## config.mk

```make
export PLATFORM = sky130hd
export DESIGN_NAME = dsi_pixel_packer
export DESIGN_NICKNAME = d
export VERILOG_FILES = /design/src/rtl/dsi_pkg.sv /design/src/rtl/dsi_pixel_packer.sv
export SDC_FILE = /design/constraint.sdc
export NUM_CORES = 1
export LEC_CHECK = 0
export CAP_MARGIN = 20
export CELL_PAD_IN_SITES_DETAIL_PLACEMENT = 0
export CELL_PAD_IN_SITES_GLOBAL_PLACEMENT = 1
export CORE_ASPECT_RATIO = 1.75
export CORE_MARGIN = 4
export CORE_UTILIZATION = 41
export CTS_CLUSTER_DIAMETER = 30
export DETAILED_ROUTE_END_ITERATION = 8
export PLACE_DENSITY_LB_ADDON = 0.1
export REMOVE_ABC_BUFFERS = 1
export SLEW_MARGIN = 5
export SYNTH_ARGS = -nofsm -noshare
export SYNTH_HDL_FRONTEND = slang
export SYNTH_SLANG_ARGS = --single-unit
```

## constraint.sdc

```tcl
create_clock -name clk_pixel -period 6.55 [get_ports clk_pixel]
set_input_delay 1.31 -clock clk_pixel [delete_from_list [all_inputs] [get_ports clk_pixel]]
set_output_delay 1.31 -clock clk_pixel [all_outputs]
set_load 0.005 [all_outputs]
```

## src/rtl/dsi_pkg.sv

```systemverilog
// Shared DSI definitions: data types, bus widths and the pixel-packer state
// encoding, plus a saturating counter helper.
package dsi_pkg;

  localparam logic [5:0] DT_RGB888 = 6'h3E;
  localparam logic [5:0] DT_RGB565 = 6'h0E;

  localparam int PIXEL_W = 24;
  localparam int WORD_W  = 64;

  typedef enum logic [1:0] {
    WAIT_VS,
    IDLE,
    HOLD
  } pack_state_t;

  // Pixel index stops at all-ones instead of wrapping on absurdly long lines.
  function automatic logic [15:0] sat_inc(input logic [15:0] v);
    return (v == 16'hFFFF) ? v : v + 16'd1;
  endfunction

endpackage

```

## src/rtl/dsi_pixel_packer.sv

```systemverilog
// Pairs a one-pixel-per-clock RGB888 video stream into 64-bit DSI pixel words,
// frame-aligned on vsync, with a sticky flag for lines of unexpected width.
module dsi_pixel_packer
  import dsi_pkg::*;
#(
  parameter int          H_ACTIVE = 1280,
  parameter bit          HS_POL   = 1'b1,
  parameter bit          VS_POL   = 1'b1,
  parameter logic [5:0]  DATATYPE = DT_RGB888,
  parameter logic [1:0]  VC       = 2'd0
) (
  input  logic               clk_pixel,
  input  logic               reset_pixel,
  input  logic               vid_de,
  input  logic               vid_hs,
  input  logic               vid_vs,
  input  logic [PIXEL_W-1:0] vid_rgb,
  input  logic               err_clr,
  output logic               pixel_data_valid,
  output logic [WORD_W-1:0]  pixel_data,
  output logic [15:0]        haddr,
  output logic               hsync,
  output logic               vsync,
  output logic [5:0]         datatype,
  output logic [1:0]         vc,
  output logic               line_err
);

  assign datatype = DATATYPE;
  assign vc       = VC;

  // Stage 0: input register with sync polarity normalised to active-high,
  // plus one-cycle-old copies of de/vs for edge detection.
  logic               de_s0, hs_s0, vs_s0;
  logic [PIXEL_W-1:0] rgb_s0;
  logic               de_p, vs_p;

  // NOTE: sequential state uses non-blocking assignments so every register
  // samples pre-edge values, independent of process ordering.
  always_ff @(posedge clk_pixel or posedge reset_pixel) begin
    if (reset_pixel) begin
      de_s0  <= 1'b0;
      hs_s0  <= 1'b0;
      vs_s0  <= 1'b0;
      rgb_s0 <= '0;
      de_p   <= 1'b0;
      vs_p   <= 1'b0;
    end else begin
      de_s0  <= vid_de;
      hs_s0  <= vid_hs ^ ~HS_POL;
      vs_s0  <= vid_vs ^ ~VS_POL;
      rgb_s0 <= vid_rgb;
      de_p   <= de_s0;
      vs_p   <= vs_s0;
    end
  end

  logic de_rise, de_fall, vs_rise;
  assign de_rise = de_s0 & ~de_p;
  assign de_fall = ~de_s0 & de_p;
  assign vs_rise = vs_s0 & ~vs_p;

  pack_state_t        state, state_d;
  logic [15:0]        pix_cnt, cnt_d, cnt_base;
  logic [PIXEL_W-1:0] hold, hold_d;
  logic [15:0]        haddr_next, haddr_next_d;
  logic               emit;
  logic [WORD_W-1:0]  emit_data;
  logic               mismatch;

  // The first pixel of a line is indexed from zero even though pix_cnt still
  // holds the previous line's count in that cycle.
  assign cnt_base = de_rise ? 16'd0 : pix_cnt;

  // NOTE: every signal assigned here gets a default first, so no path through
  // the case leaves one unassigned and no latch is inferred.
  always_comb begin
    state_d      = state;
    cnt_d        = cnt_base;
    hold_d       = hold;
    haddr_next_d = haddr_next;
    emit         = 1'b0;
    emit_data    = '0;
    unique case (state)
      WAIT_VS: begin
        if (vs_rise) state_d = IDLE;
      end
      IDLE: begin
        if (de_s0) begin
          hold_d       = rgb_s0;
          haddr_next_d = cnt_base;
          cnt_d        = sat_inc(cnt_base);
          state_d      = HOLD;
        end
      end
      HOLD: begin
        emit    = 1'b1;
        state_d = IDLE;
        if (de_s0 && !vs_rise) begin
          emit_data = {16'h0, rgb_s0, hold};
          cnt_d     = sat_inc(cnt_base);
        end else begin
          // Line ended on an odd pixel, or a stray vsync: flush the lone pixel.
          emit_data = {16'h0, 24'h0, hold};
          if (de_s0) begin
            hold_d       = rgb_s0;
            haddr_next_d = cnt_base;
            cnt_d        = sat_inc(cnt_base);
            state_d      = HOLD;
          end
        end
      end
      default: state_d = WAIT_VS;
    endcase
  end

  // Lines that ended before frame alignment are not judged.
  assign mismatch = de_fall && (state != WAIT_VS) && (pix_cnt != 16'(H_ACTIVE));

  // NOTE: every register here, the pixel hold included, is a plain flop with
  // a defined reset value; nothing is left to power-up state.
  always_ff @(posedge clk_pixel or posedge reset_pixel) begin
    if (reset_pixel) begin
      state      <= WAIT_VS;
      pix_cnt    <= '0;
      hold       <= '0;
      haddr_next <= '0;
    end else begin
      state      <= state_d;
      pix_cnt    <= cnt_d;
      hold       <= hold_d;
      haddr_next <= haddr_next_d;
    end
  end

  // Stage 1: output register; syncs travel alongside the data.
  always_ff @(posedge clk_pixel or posedge reset_pixel) begin
    if (reset_pixel) begin
      pixel_data_valid <= 1'b0;
      pixel_data       <= '0;
      haddr            <= '0;
      hsync            <= 1'b0;
      vsync            <= 1'b0;
      line_err         <= 1'b0;
    end else begin
      pixel_data_valid <= emit;
      if (emit) begin
        pixel_data <= emit_data;
        haddr      <= haddr_next;
      end
      hsync <= hs_s0;
      vsync <= vs_s0;
      if (mismatch)     line_err <= 1'b1;
      else if (err_clr) line_err <= 1'b0;
    end
  end

endmodule

```

# Word level (Yosys, flattened, before mapping)
# Index checks and enable logic that the tools add are counted.
[word_totals] regBits=170 elab_cells=60 output_inout_bits=92
[classes] n_reduce_logical=10 mux=21 n_eq_ne=7 add_sub_neg=1 bitwise=6
[op_table] operator="two-way mux 16 bit" count=6
[op_table] operator="two-way mux 48 bit" count=2
[op_table] operator="one-hot mux 16 bit (2 select lines)" count=2
[op_table] operator="two-way mux 24 bit" count=2
[op_table] operator="one-hot mux 24 bit (2 select lines)" count=1
[op_table] operator="adder 16 x 1 -> 16 bit, second input constant" count=1
[op_table] operator="equality test 16 bit, second input constant" count=1
[op_table] operator="inequality test 16 x 11 -> 1 bit, second input constant" count=1
[op_table] operator="two-way mux 2 bit" count=4
[op_table] operator="inequality test 2 bit, second input constant" count=3
[op_table] operator="one-hot mux 2 bit (3 select lines)" count=1
[op_table] operator="nonzero test 2 bit" count=3
[op_table] operator="AND reduction 2 bit" count=2
[op_table] operator="AND 1 bit" count=3
[op_table] operator="logical AND 1 bit" count=3
[op_table] operator="two-way mux 1 bit" count=3
[op_table] operator="NOT 1 bit" count=3
[op_table] operator="equality test 2 x 1 -> 1 bit, second input constant" count=1
[op_table] operator="equality test 2 bit, second input constant" count=1
[op_table] operator="logical NOT 2 bit" count=1
[op_table] operator="logical NOT 1 bit" count=1

# Longest topological paths before layout
[logic_depth] ltp_word=8 depth_mapped=8 ltp_nobuf=7

# Worst setup path before layout
# OpenSTA, ideal clock, no wires.
[synth_timing] kind="register -> register" from="register state[0]" to="register hold[10]" setup_ps=125 arrival_ps=1885 path_slack_ps=4540 path_stages_with_launch=8 path_cell_list="dfrtp_1 -> inv_1 -> ha_1 -> mux2_2 -> nand2_1 -> buf_2 -> buf_2 -> mux2_2"
[synth_via] elab_chain_cells=3 elab_cells_between_ends=6
[synth_lines] element="start: declaration" line_no="dsi_pixel_packer.sv:63" rtl="pack_state_t state, state_d;"
[synth_lines] element="start signal: assignment" line_no="dsi_pixel_packer.sv:129" rtl="state <= state_d;"
[synth_lines] element="equality test 2 bit or equality test 2 x 1 -> 1 bit (tied branches)" line_no="dsi_pixel_packer.sv:84" rtl="unique case (state)"
[synth_lines] element="inequality test 2 bit (no line) or nonzero test 2 bit (tied branches)"
[synth_lines] element="AND reduction 2 bit (no line)"
[synth_lines] element="end signal: assignment" line_no="dsi_pixel_packer.sv:131" rtl="hold <= hold_d;"
[synth_lines] element="end: declaration" line_no="dsi_pixel_packer.sv:65" rtl="logic [PIXEL_W-1:0] hold, hold_d;"
# Several ways; a longest one is shown, not always the timed one.
# A chain may end at the register's enable or synchronous reset.

# Final worst setup path
[layout_timing] from="register state[0]" to="register hold[13]"
# Same word-level chain as after synthesis.

==> flow_summary.ini <==
[drt]
drt-total-wl_um = 13770
drtIter0Drc = 166
drt.antenna.violating_nets = 0
detailed_routing_iteration_count_for_the_pre_antenna_repair_pass = 4
route.vias.total = 4106
detail_route.vias_per_cell = 5.082
remaining_drc_errors = 0
detail_route.wl_per_cell_um = 17.04

[clock_network]
clock_tree.htree_level_count = 4
cts_sinks = 154
cts_tree = done
cts_hold_buf = 0
postCtsSetupRepairBufs = 0
clk_latency_ns = 0.41
post_cts_resized = 0
cts_buffers = 17
clock_tree.buffer_depth = 2
clk_transition_reported_paths_ns = 0.06
cts_root_buffer = clkbuf_16

[logic_synthesis]
synth_cells = 519
synth_cell_types = 55
ys_seq_elements = 154
netlist_area_um2 = 6277
ys_warns = 0
ys_seq_area_share_pct = 61.39
ys_dominant_reg_cell = dfrtp_1
syn_area_per_cell_um2 = 12.09
synth_enable_flop_cells = 0
asyncSetResetFlopFracSynth_pct = 100.0

[worst_setup_path]
cp_data_arrival_time_ns = 3.36
crit_slowest_cell = buf_4
reg2reg_setup_slack_ns = 3.48
timing.rr.end = hold[13]
worstSetupPathType = register to register
worst_path_largest_cell_delay_ns = 0.62
rr_startpoint = state[0]
worst_setup_path_end_kind = register
number_of_cell_instances_on_the_worst_register_to_register_path = 7
list_of_cells_traversed_by_the_critical_path = inv_1, ha_2, buf_4, mux2_2, nand2_2, buf_4, mux2_2
critPathRequiredTime_ns = 6.84
crit_path_max_fanout = 70
setup.worst_path.start_class = register

[placement]
place_ws_ns = 3.283
place_congestion = 0.8679
hpwl_um = 9224
buffer_ports.inserted = 97

[sta]
finalClockSkew_ns = 0.01087
maxClockFrequency_mhz = 325.6
slew_headroom_pct = 42.86
final-setup-viol-count = 0
fin_crit_ns = 3.072
worst-slew-pin-transition_ns = 0.8571
fin_crit_sh_pct = 46.89
report.final.slew_viol_count = 0
layout_setup_ws_ns = 3.478
final.setup.tns_ns = 0
hold_viol = 0
rsz0062_at_grt = false

[outcome]
status = finished clean

[min_path]
hold_class = register to register
hold_path.startpoint = hs_s0
worstHoldPathCells = 0
timing.hold.worst_endpoint = hsync

[cells_and_area]
drive_above_1_share_pct = 18.40
layout.nets = 646
diodes = 0
fillers = 1357
area_growth_syn_to_layout_pct = 24.74

[power]
cellPowerDensity_nw_per_um2 = 418.2
total_leakage_power_nw = 3.376
ir_drop_uv = 402.1
total_power_w = 0.003274

[flow_run]
drv_cap = 0

[die]
initial_utilization_pct = 41.89
die-area_um2 = 17430
num_ports = 122
core_area_um2 = 14990
fp.dieH_um = 171.7
placement_rows = 59
die_w_um = 101.5

[global_routing]
grt_pass1_wl_um = 22290
grt.overflow.total = 0
grt_antenna_before_repair = 0
globalRouteTotalUtil_pct = 16.57
pin_count_of_the_biggest_net_entering_global_routing = 98
via_count_of_the_first_global_routing_pass = 4219
-- synth_stat cells (2+ instances only) --
| master | n | area share [%] |
|---|---|---|
| a211oi_1 | 2 | 0.24 |
| a21oi_1 | 11 | 0.88 |
| a31oi_1 | 2 | 0.20 |
| and2_1 | 2 | 0.20 |
| and4_4 | 2 | 0.36 |
| buf_1 | 6 | 0.36 |
| buf_2 | 5 | 0.40 |
| buf_4 | 26 | 3.1 |
| buf_6 | 3 | 0.54 |
| clkbuf_1 | 7 | 0.42 |
| conb_1 | 2 | 0.12 |
| dfrtp_1 | 154 | 61 |
| ha_1 | 4 | 0.80 |
| inv_1 | 31 | 1.9 |
| mux2_2 | 66 | 12 |
| nand2_1 | 71 | 4.2 |
| nand2b_1 | 3 | 0.30 |
| nand3_1 | 11 | 0.88 |
| nand4_1 | 7 | 0.70 |
| nor2_1 | 12 | 0.72 |
| nor2b_1 | 5 | 0.50 |
| nor3_1 | 5 | 0.40 |
| nor4_1 | 4 | 0.40 |
| o21a_1 | 2 | 0.24 |
| o21ai_0 | 43 | 3.4 |
| o22ai_1 | 2 | 0.20 |
| xor2_1 | 3 | 0.42 |
-- flip-flops by register name, indices dropped and copies added (netlist names) --
| signal | cells |
|---|---|
| pixel_data_valid | 1 |
| pixel_data | 48 |
| haddr_next | 16 |
| haddr | 16 |
| de_s0 | 1 |
| hold | 24 |
| hs_s0 | 1 |
| rgb_s0 | 24 |
| de_p | 1 |
| hsync | 1 |
| state | 2 |
| pix_cnt | 16 |
| line_err | 1 |
| vsync | 1 |
| vs_s0 | 1 |
-- stage by stage --
stage | area, um2 | cells | hold slack [ns] | utilization, %
after global routing | 7830 | 808 | 0.3668 | 52.25
final | 7830 | 808 | 0.3573 | 52.25
after detailed placement | 7264 | 776 | 0.3403 | 48.48
after global placement | 7264 | 776 | 0.3416 | 48.48
after floorplan | 6022 | 492 | 0.3312 | -
after CTS | 7830 | 808 | 0.3652 | 52.25
-- routing by layer --
layer	GRT usage [%]	vias up	wire [um]
met5	0	-	0
met4	7.465	0	406
met3	3.166	26	551
met2	28.91	102	7293
met1	19.52	2074	5521
li1	-	1904	-
-- final cells by class --
type | instances | area, um2 | area share, %
tap | 183 | 229.0 | 2.924
sequential | 154 | 3854 | 49.22
inverter | 31 | 121.4 | 1.550
multi-input combinational | 307 | 2059 | 26.30
clock buffer | 18 | 429.2 | 5.481
timing repair buffer | 101 | 1001 | 12.78
clock inverter | 14 | 136.4 | 1.742
-- cell families after synthesis --
family / after synthesis / share of synthesized area [%]
AO/OA/AOI/OAI: 79 / 7.774
XOR/XNOR: 3 / 0.4187
adder cells (fa/ha/maj): 4 / 0.7973
buffers and inverters: 80 / 7.235
flip-flops: 154 / 61.39
multiplexers: 67 / 12.00
other: 2 / 0.1196
AND/OR/NAND/NOR: 130 / 10.26
-- cell usage in the layout, fill, tap and decap left out, types with 3 or more instances in the layout --
cell,Yosys,layout
dfrtp_1,154,154
nand2b_1,3,3
clkdlybuf4s50_1,0,97
xor2_1,3,3
nor3_1,5,5
o21ai_0,43,43
nand3_1,11,11
nand4_1,7,7
nor2_1,12,11
a21oi_1,11,11
inv_1,31,30
clkinvlp_4,0,5
mux2_2,66,66
nor4_1,4,4
conb_1,2,24
inv_6,0,6
clkbuf_16,0,17
buf_4,26,4
nor2b_1,5,5
nand2_1,71,70
ha_1,4,3
-- critical path, delay by kind of cell, from the launching register on --
family / cells / cell delay, ns
mux: 2 / 0.82
flops: 1 / 0.44
buf+inv: 3 / 1.23
fa+ha+maj: 1 / 0.17
simple gates: 1 / 0.27
-- where the power goes --
part / leakage (nW) / total [W] / internal (W) / switching, W
Clock: 0.262 / 0.000935 / 0.000531 / 0.000404
Sequential: 1.96 / 0.00135 / 0.00121 / 0.000142
Combinational: 1.16 / 0.000992 / 0.000557 / 0.000436
-- worst max-delay path by stage --
stage	from	end	slack, ns	depth (start not counted)
global route	state[0]	hold[13]	3.22	7
detailed placement	reset_pixel	pixel_data[35]	3.28	3
global placement	reset_pixel	hsync	3.35	3
floorplan	reset_pixel	de_p	1.09	1
finish	state[0]	hold[13]	3.48	7
CTS	state[0]	hold[13]	3.38	7
Note: power is estimated with default switching activity, not from simulation.
